--- src/rtl/prog_loader_if.sv ---
// Loader handshake bundle: start/byte stream in, instruction-memory write port and CPU control out.
// master drives the stream side, slave is the loader.
interface prog_loader_if #(
    parameter int ADDR_W = 8
);
    logic              start;
    logic              in_valid;
    logic [7:0]        in_data;
    logic              in_ready;
    logic              mem_we;
    logic [ADDR_W-1:0] mem_addr;
    logic [15:0]       mem_wdata;
    logic              cpu_rst_n;
    logic              busy;
    logic              done;
    logic              err;

    modport master (
        output start, in_valid, in_data,
        input  in_ready, mem_we, mem_addr, mem_wdata, cpu_rst_n, busy, done, err
    );

    modport slave (
        input  start, in_valid, in_data,
        output in_ready, mem_we, mem_addr, mem_wdata, cpu_rst_n, busy, done, err
    );
endinterface

--- src/rtl/prog_loader.sv ---
// Framed byte-stream loader: LEN_HI LEN_LO {HI LO}*N CHK -> 16-bit imem writes, CPU held in reset until a good CHK.
// One byte per cycle; write lands the cycle after the LO byte; in_ready is registered and only stalls on in_valid gaps.
module prog_loader #(
    parameter int ADDR_W = 8
) (
    input  logic          CLK,
    input  logic          RST,
    prog_loader_if.slave  bus
);
    typedef enum logic [2:0] {
        IDLE,
        LEN_HI,
        LEN_LO,
        DATA_HI,
        DATA_LO,
        CHK
    } state_t;

    localparam logic [16:0] MAX_WORDS = 17'(1) << ADDR_W;

    state_t            state;
    logic [7:0]        xor_acc;
    logic [7:0]        len_hi;
    logic [7:0]        hi_byte;
    logic [ADDR_W:0]   len_words;
    logic [ADDR_W:0]   idx;

    logic              xfer;
    logic [15:0]       len_full;
    logic [ADDR_W:0]   idx_next;

    assign xfer     = bus.in_valid & bus.in_ready;
    assign len_full = {len_hi, bus.in_data};
    assign idx_next = idx + (ADDR_W+1)'(1);

    always_ff @(posedge CLK or negedge RST) begin
        if (!RST) begin
            state         <= IDLE;
            xor_acc       <= '0;
            len_hi        <= '0;
            hi_byte       <= '0;
            len_words     <= '0;
            idx           <= '0;
            bus.in_ready  <= 1'b0;
            bus.mem_we    <= 1'b0;
            bus.mem_addr  <= '0;
            bus.mem_wdata <= '0;
            bus.cpu_rst_n <= 1'b1;
            bus.busy      <= 1'b0;
            bus.done      <= 1'b0;
            bus.err       <= 1'b0;
        end else begin
            bus.mem_we <= 1'b0;
            case (state)
                IDLE: begin
                    if (bus.start) begin
                        state         <= LEN_HI;
                        bus.in_ready  <= 1'b1;
                        bus.busy      <= 1'b1;
                        bus.cpu_rst_n <= 1'b0;
                        bus.done      <= 1'b0;
                        bus.err       <= 1'b0;
                        xor_acc       <= '0;
                        idx           <= '0;
                    end
                end
                LEN_HI: begin
                    if (xfer) begin
                        len_hi  <= bus.in_data;
                        xor_acc <= xor_acc ^ bus.in_data;
                        state   <= LEN_LO;
                    end
                end
                LEN_LO: begin
                    if (xfer) begin
                        xor_acc   <= xor_acc ^ bus.in_data;
                        len_words <= len_full[ADDR_W:0];
                        // N == 2**ADDR_W is legal; only strictly larger images overflow memory
                        if ({1'b0, len_full} > MAX_WORDS) begin
                            bus.err      <= 1'b1;
                            bus.in_ready <= 1'b0;
                            bus.busy     <= 1'b0;
                            state        <= IDLE;
                        end else if (len_full == 16'd0) begin
                            state <= CHK;
                        end else begin
                            state <= DATA_HI;
                        end
                    end
                end
                DATA_HI: begin
                    if (xfer) begin
                        hi_byte <= bus.in_data;
                        xor_acc <= xor_acc ^ bus.in_data;
                        state   <= DATA_LO;
                    end
                end
                DATA_LO: begin
                    if (xfer) begin
                        bus.mem_we    <= 1'b1;
                        bus.mem_addr  <= idx[ADDR_W-1:0];
                        bus.mem_wdata <= {hi_byte, bus.in_data};
                        xor_acc       <= xor_acc ^ bus.in_data;
                        idx           <= idx_next;
                        state         <= (idx_next == len_words) ? CHK : DATA_HI;
                    end
                end
                CHK: begin
                    if (xfer) begin
                        if (bus.in_data == xor_acc) begin
                            bus.done      <= 1'b1;
                            bus.cpu_rst_n <= 1'b1;
                        end else begin
                            bus.err <= 1'b1;
                        end
                        bus.in_ready <= 1'b0;
                        bus.busy     <= 1'b0;
                        state        <= IDLE;
                    end
                end
                default: begin
                    state        <= IDLE;
                    bus.in_ready <= 1'b0;
                    bus.busy     <= 1'b0;
                end
            endcase
        end
    end
endmodule

--- src/flat_wrapper.sv ---
// flat-port wrapper written by rule: the top's interface ports become plain ports
module prog_loader_flat 
#(
    parameter int ADDR_W = 8
)
  (CLK, RST, bus_start, bus_in_valid, bus_in_data, bus_in_ready, bus_mem_we, bus_mem_addr, bus_mem_wdata, bus_cpu_rst_n, bus_busy, bus_done, bus_err);
  prog_loader_if #(.ADDR_W(ADDR_W)) bus_i ();
  input  logic CLK;
  input  logic RST;
  input wire logic [$bits(bus_i.start)-1:0] bus_start;
  input wire logic [$bits(bus_i.in_valid)-1:0] bus_in_valid;
  input wire logic [$bits(bus_i.in_data)-1:0] bus_in_data;
  output wire logic [$bits(bus_i.in_ready)-1:0] bus_in_ready;
  output wire logic [$bits(bus_i.mem_we)-1:0] bus_mem_we;
  output wire logic [$bits(bus_i.mem_addr)-1:0] bus_mem_addr;
  output wire logic [$bits(bus_i.mem_wdata)-1:0] bus_mem_wdata;
  output wire logic [$bits(bus_i.cpu_rst_n)-1:0] bus_cpu_rst_n;
  output wire logic [$bits(bus_i.busy)-1:0] bus_busy;
  output wire logic [$bits(bus_i.done)-1:0] bus_done;
  output wire logic [$bits(bus_i.err)-1:0] bus_err;
  assign bus_i.start = bus_start;
  assign bus_i.in_valid = bus_in_valid;
  assign bus_i.in_data = bus_in_data;
  assign bus_in_ready = bus_i.in_ready;
  assign bus_mem_we = bus_i.mem_we;
  assign bus_mem_addr = bus_i.mem_addr;
  assign bus_mem_wdata = bus_i.mem_wdata;
  assign bus_cpu_rst_n = bus_i.cpu_rst_n;
  assign bus_busy = bus_i.busy;
  assign bus_done = bus_i.done;
  assign bus_err = bus_i.err;
  prog_loader #(.ADDR_W(ADDR_W)) u_core (.CLK(CLK), .RST(RST), .bus(bus_i));
endmodule
--- config.mk ---
export PLATFORM = sky130hd
export DESIGN_NAME = prog_loader_flat
export DESIGN_NICKNAME = d
export VERILOG_FILES = /design/src/rtl/prog_loader_if.sv /design/src/rtl/prog_loader.sv /design/src/flat_wrapper.sv
export SDC_FILE = /design/constraint.sdc
export NUM_CORES = 1
export LEC_CHECK = 0
export BUFFER_PORTS_ARGS = -buffer_cell sky130_fd_sc_hd__buf_2
export CORE_ASPECT_RATIO = 1.75
export CORE_MARGIN = 8
export CORE_UTILIZATION = 50
export DETAILED_ROUTE_END_ITERATION = 6
export PLACE_DENSITY_LB_ADDON = 0.1
export SLEW_MARGIN = 20
export SYNTH_ARGS = -nofsm -noshare
export SYNTH_HDL_FRONTEND = slang
export SYNTH_SLANG_ARGS = --single-unit
--- constraint.sdc ---
create_clock -name CLK -period 2.4 [get_ports CLK]
set_input_delay 0.12 -clock CLK [delete_from_list [all_inputs] [get_ports CLK]]
set_output_delay 0.12 -clock CLK [all_outputs]
set_load 0.01 [all_outputs]
==> flow_summary_export.csv <==
group,metric,value,unit
run_status,status,"completed",
drt,wire_per_inst,16.3,µm
clock_tree,clk_pin_slew_worst_paths,0.06,ns
global_route,grt_pass1_vias,2714,
die,fp.dieH,127,µm
clock_tree,cts_made_buffers,9,
layout,final_nets,409,
global_route,grt_max_degree,75,
timing,setup_viol,0,
synthesis,synth_edf_count,0,
critical_path,worstPathMaxFanout,12,
die,rows,40,
timing,fin_crit,2.05,ns
timing,final.setup.tns,0,ns
timing,hold_slack,0.103,ns
layout,num_antenna_cells,0,
synthesis,syn_inst,363,
timing,maxSlewViolCount,0,
synthesis,ys_seq_elements,74,
clock_tree,cts_tree,"done",
layout,area_growth,16.2,%
timing,worst_pin_slew,0.696,ns
clock_tree,clk_path_buf_depth,2,
global_route,grt_usage,17.2,%
die,coreArea,0.00686,mm²
placement,dp_hpwl,5390,µm
flow_run,cap_violations,0,
worst_hold_path,min_from,"bus_in_data[6]",
worst_hold_path,min_to,"u_core.bus.mem_wdata[6]",
synthesis,ys_warn_count,0,
synthesis,ys_async_sr_fraction,100,%
synthesis,yosysUniqueCellTypes,46,
die,ioPinCount,42,
global_route,grt_antenna_before_repair,0,
clock_tree,post_cts_buffers,0,
critical_path,criticalPathCategory,"reg -> reg",
clock_tree,clock-sinks,74,
global_route,grt_pass1_wl,13500,µm
clock_tree,cts.repair.resized,0,
clock_tree,cts-root-buf,"clkbuf_16",
critical_path,end_kind,"flop",
synthesis,ys_seq_area_share,52.7,%
timing,grt_setup_unrepaired,"no",
worst_hold_path,holdPathStages,3,
power,power_density,1140,mW/mm²
worst_hold_path,hold_path.class,"in -> reg",
power,ir_worst_vdd,0.000691,V
drt,via_per_inst,5.45,
placement,io_buffers,41,
critical_path,critPathArrivalTime,2.26,ns
timing,fmax,487,MHz
drt,first_iter_violations,135,
critical_path,rr_startpoint,"u_core.state[1]",
synthesis,syn-cell-area,0.00352,mm²
critical_path,reg2reg_setup_slack,0.35,ns
critical_path,rr_worst_depth,6,
critical_path,start_kind,"flop",
placement,gp_congestion,0.822,
timing,hold_viol_final,0,
layout,n_fill_cell,607,
synthesis,syn_area_per_cell,9.69,µm²
drt,firstDrtPassIters,4,
synthesis,ys.flop_type,"dfrtp_1",
layout,drive_gt1_share,22.9,%
drt,ant_nets,0,
die,dieArea,0.0101,mm²
timing,skew,0.00511,ns
drt,routed-via-count,2642,
die,start_util,51.3,%
global_route,overflow,0,
drt,remaining_drc_errors,0,
clock_tree,cts_max_level,3,
drt,finalWirelength,7910,µm
synthesis,synth_nets,376,
critical_path,r2r-end,"u_core.xor_acc[1]",
clock_tree,clkLatencyLatePin,0.33,ns
timing,slew_headroom,53.6,%
critical_path,crit_required,2.61,ns
die,die_w,79.4,µm
power,leakagePower,1.99,nW
timing,period_share,85.6,%
-- power breakdown --
part	switching [mW]	internal, mW	total [mW]
Clock	0.507	0.860	1.37
Combinational	0.681	0.618	1.30
Sequential	0.312	1.66	1.97
-- sequential cells by signal, summed over array words and instances (netlist names) --
name                  flops
u_core.bus.mem_wdata     16
u_core.idx                9
u_core.len_words          9
u_core.bus.mem_addr       8
u_core.hi_byte            8
u_core.len_hi             8
u_core.xor_acc            8
u_core.state              3
u_core.bus.busy           1
u_core.bus.cpu_rst_n      1
u_core.bus.done           1
u_core.bus.err            1
u_core.bus.mem_we         1
-- cells in the final DEF (no fill, tap or decap), types with 3 or more instances in the layout --
cell type / netlist / routed
nor3_1: 8 / 8
nand3_1: 12 / 12
dfrtp_1: 73 / 73
o31ai_1: 5 / 5
buf_4: 2 / 5
clkbuf_16: 0 / 9
nand4_1: 4 / 4
buf_2: 1 / 41
nor2_1: 14 / 14
nand2_1: 87 / 87
a21oi_1: 8 / 8
xor2_1: 7 / 7
nor4_1: 4 / 4
nand2b_1: 9 / 9
xnor2_1: 12 / 12
and2_1: 6 / 6
inv_1: 3 / 3
o21ai_0: 28 / 28
mux2_2: 26 / 26
-- per-stage QoR --
stage	cells	utilization [%]	setup slack (ns)	total power [mW]	instance area (µm²)
final	485	59.6	0.346	4.64	4090
after global routing	485	59.6	0.118	4.95	4090
after CTS	485	59.6	0.356	4.70	4090
after detailed placement	468	55.0	0.362	3.31	3770
after global placement	468	55.0	0.370	3.26	3770
after floorplan	363	-	0.341	2.90	3520
-- cells by family (layout without fill, tap and decap cells) --
logic type | Yosys count | count (layout) | share of synthesized area (%)
multiplexers | 28 | 28 | 8.89
XOR/XNOR | 20 | 20 | 5.19
adder cells (fa/ha/maj) | 1 | 1 | 0.356
AO/OA/AOI/OAI | 53 | 53 | 8.78
AND/OR/NAND/NOR | 158 | 158 | 20.5
buffers and inverters | 29 | 67 | 3.59
flip-flops | 74 | 74 | 52.7
-- metal layers --
| layer | share of wire (%) | global-route usage (%) | routed length, µm | vias to the layer above |
|---|---|---|---|---|
| li1 | - | - | - | 1290 |
| met1 | 40 | 19.3 | 3190 | 1297 |
| met2 | 54 | 29.6 | 4260 | 37 |
| met3 | 2.9 | 3.58 | 232 | 18 |
| met4 | 2.8 | 8.78 | 221 | 0 |
| met5 | 0 | 0 | 0 | - |
-- critical path, stage by stage, from the launching register on --
cell     delay, ns
dfrtp_1       0.51
nor2_2        0.26
xnor2_2       0.20
or2_2         0.40
and2_1        0.27
o21ai_0       0.18
o21ai_0       0.10
-- how the worst max path moves through the flow --
stage	from	to	slack, ns
2_1_floorplan	u_core.idx[1]	u_core.state[2]	0.34
5_1_grt	u_core.state[2]	u_core.xor_acc[1]	0.12
4_1_cts	u_core.state[2]	u_core.xor_acc[1]	0.36
3_5_place_dp	u_core.idx[0]	u_core.state[2]	0.36
3_3_place_gp	u_core.idx[0]	u_core.state[2]	0.37
6_report	u_core.state[1]	u_core.xor_acc[1]	0.35
-- cell usage after synthesis, types with 2 or more instances --
cell type	count	share of area (%)
or4_1	2	0.43
nand3_1	12	1.7
a21oi_1	8	1.1
o21a_1	2	0.43
xnor2_1	12	3.0
nand2_1	87	9.3
dfrtp_1	73	52
nor2_1	14	1.5
nor3_1	8	1.1
mux2_2	26	8.3
nand2b_1	9	1.6
nor2b_1	2	0.36
buf_4	2	0.43
nand4_1	4	0.71
o21ai_0	28	4.0
mux2i_1	2	0.57
nor4_1	4	0.71
nor3b_1	2	0.43
inv_1	3	0.32
o31ai_1	5	1.1
and3_1	2	0.36
o211ai_1	2	0.43
clkbuf_1	18	1.9
xor2_1	7	1.7
and2_1	6	1.1
buf_1	3	0.32
-- area by class of cell --
cell class	count	area, µm²	share of cell area (%)
Multi-Input combinational cell	260	1540	37.6
Sequential cell	74	1850	45.3
Tap cell	84	105	2.57
Clock inverter	4	50.0	1.22
Timing Repair Buffer	48	273	6.67
Inverter	3	11.3	0.275
Clock buffer	12	256	6.27
-- timing repair --
item,4_1_cts,5_1_grt
hold endpoints to repair,73,0
setup endpoints to repair,0,0
hold buffers,1,0
Power figures use the tool's default switching activity.
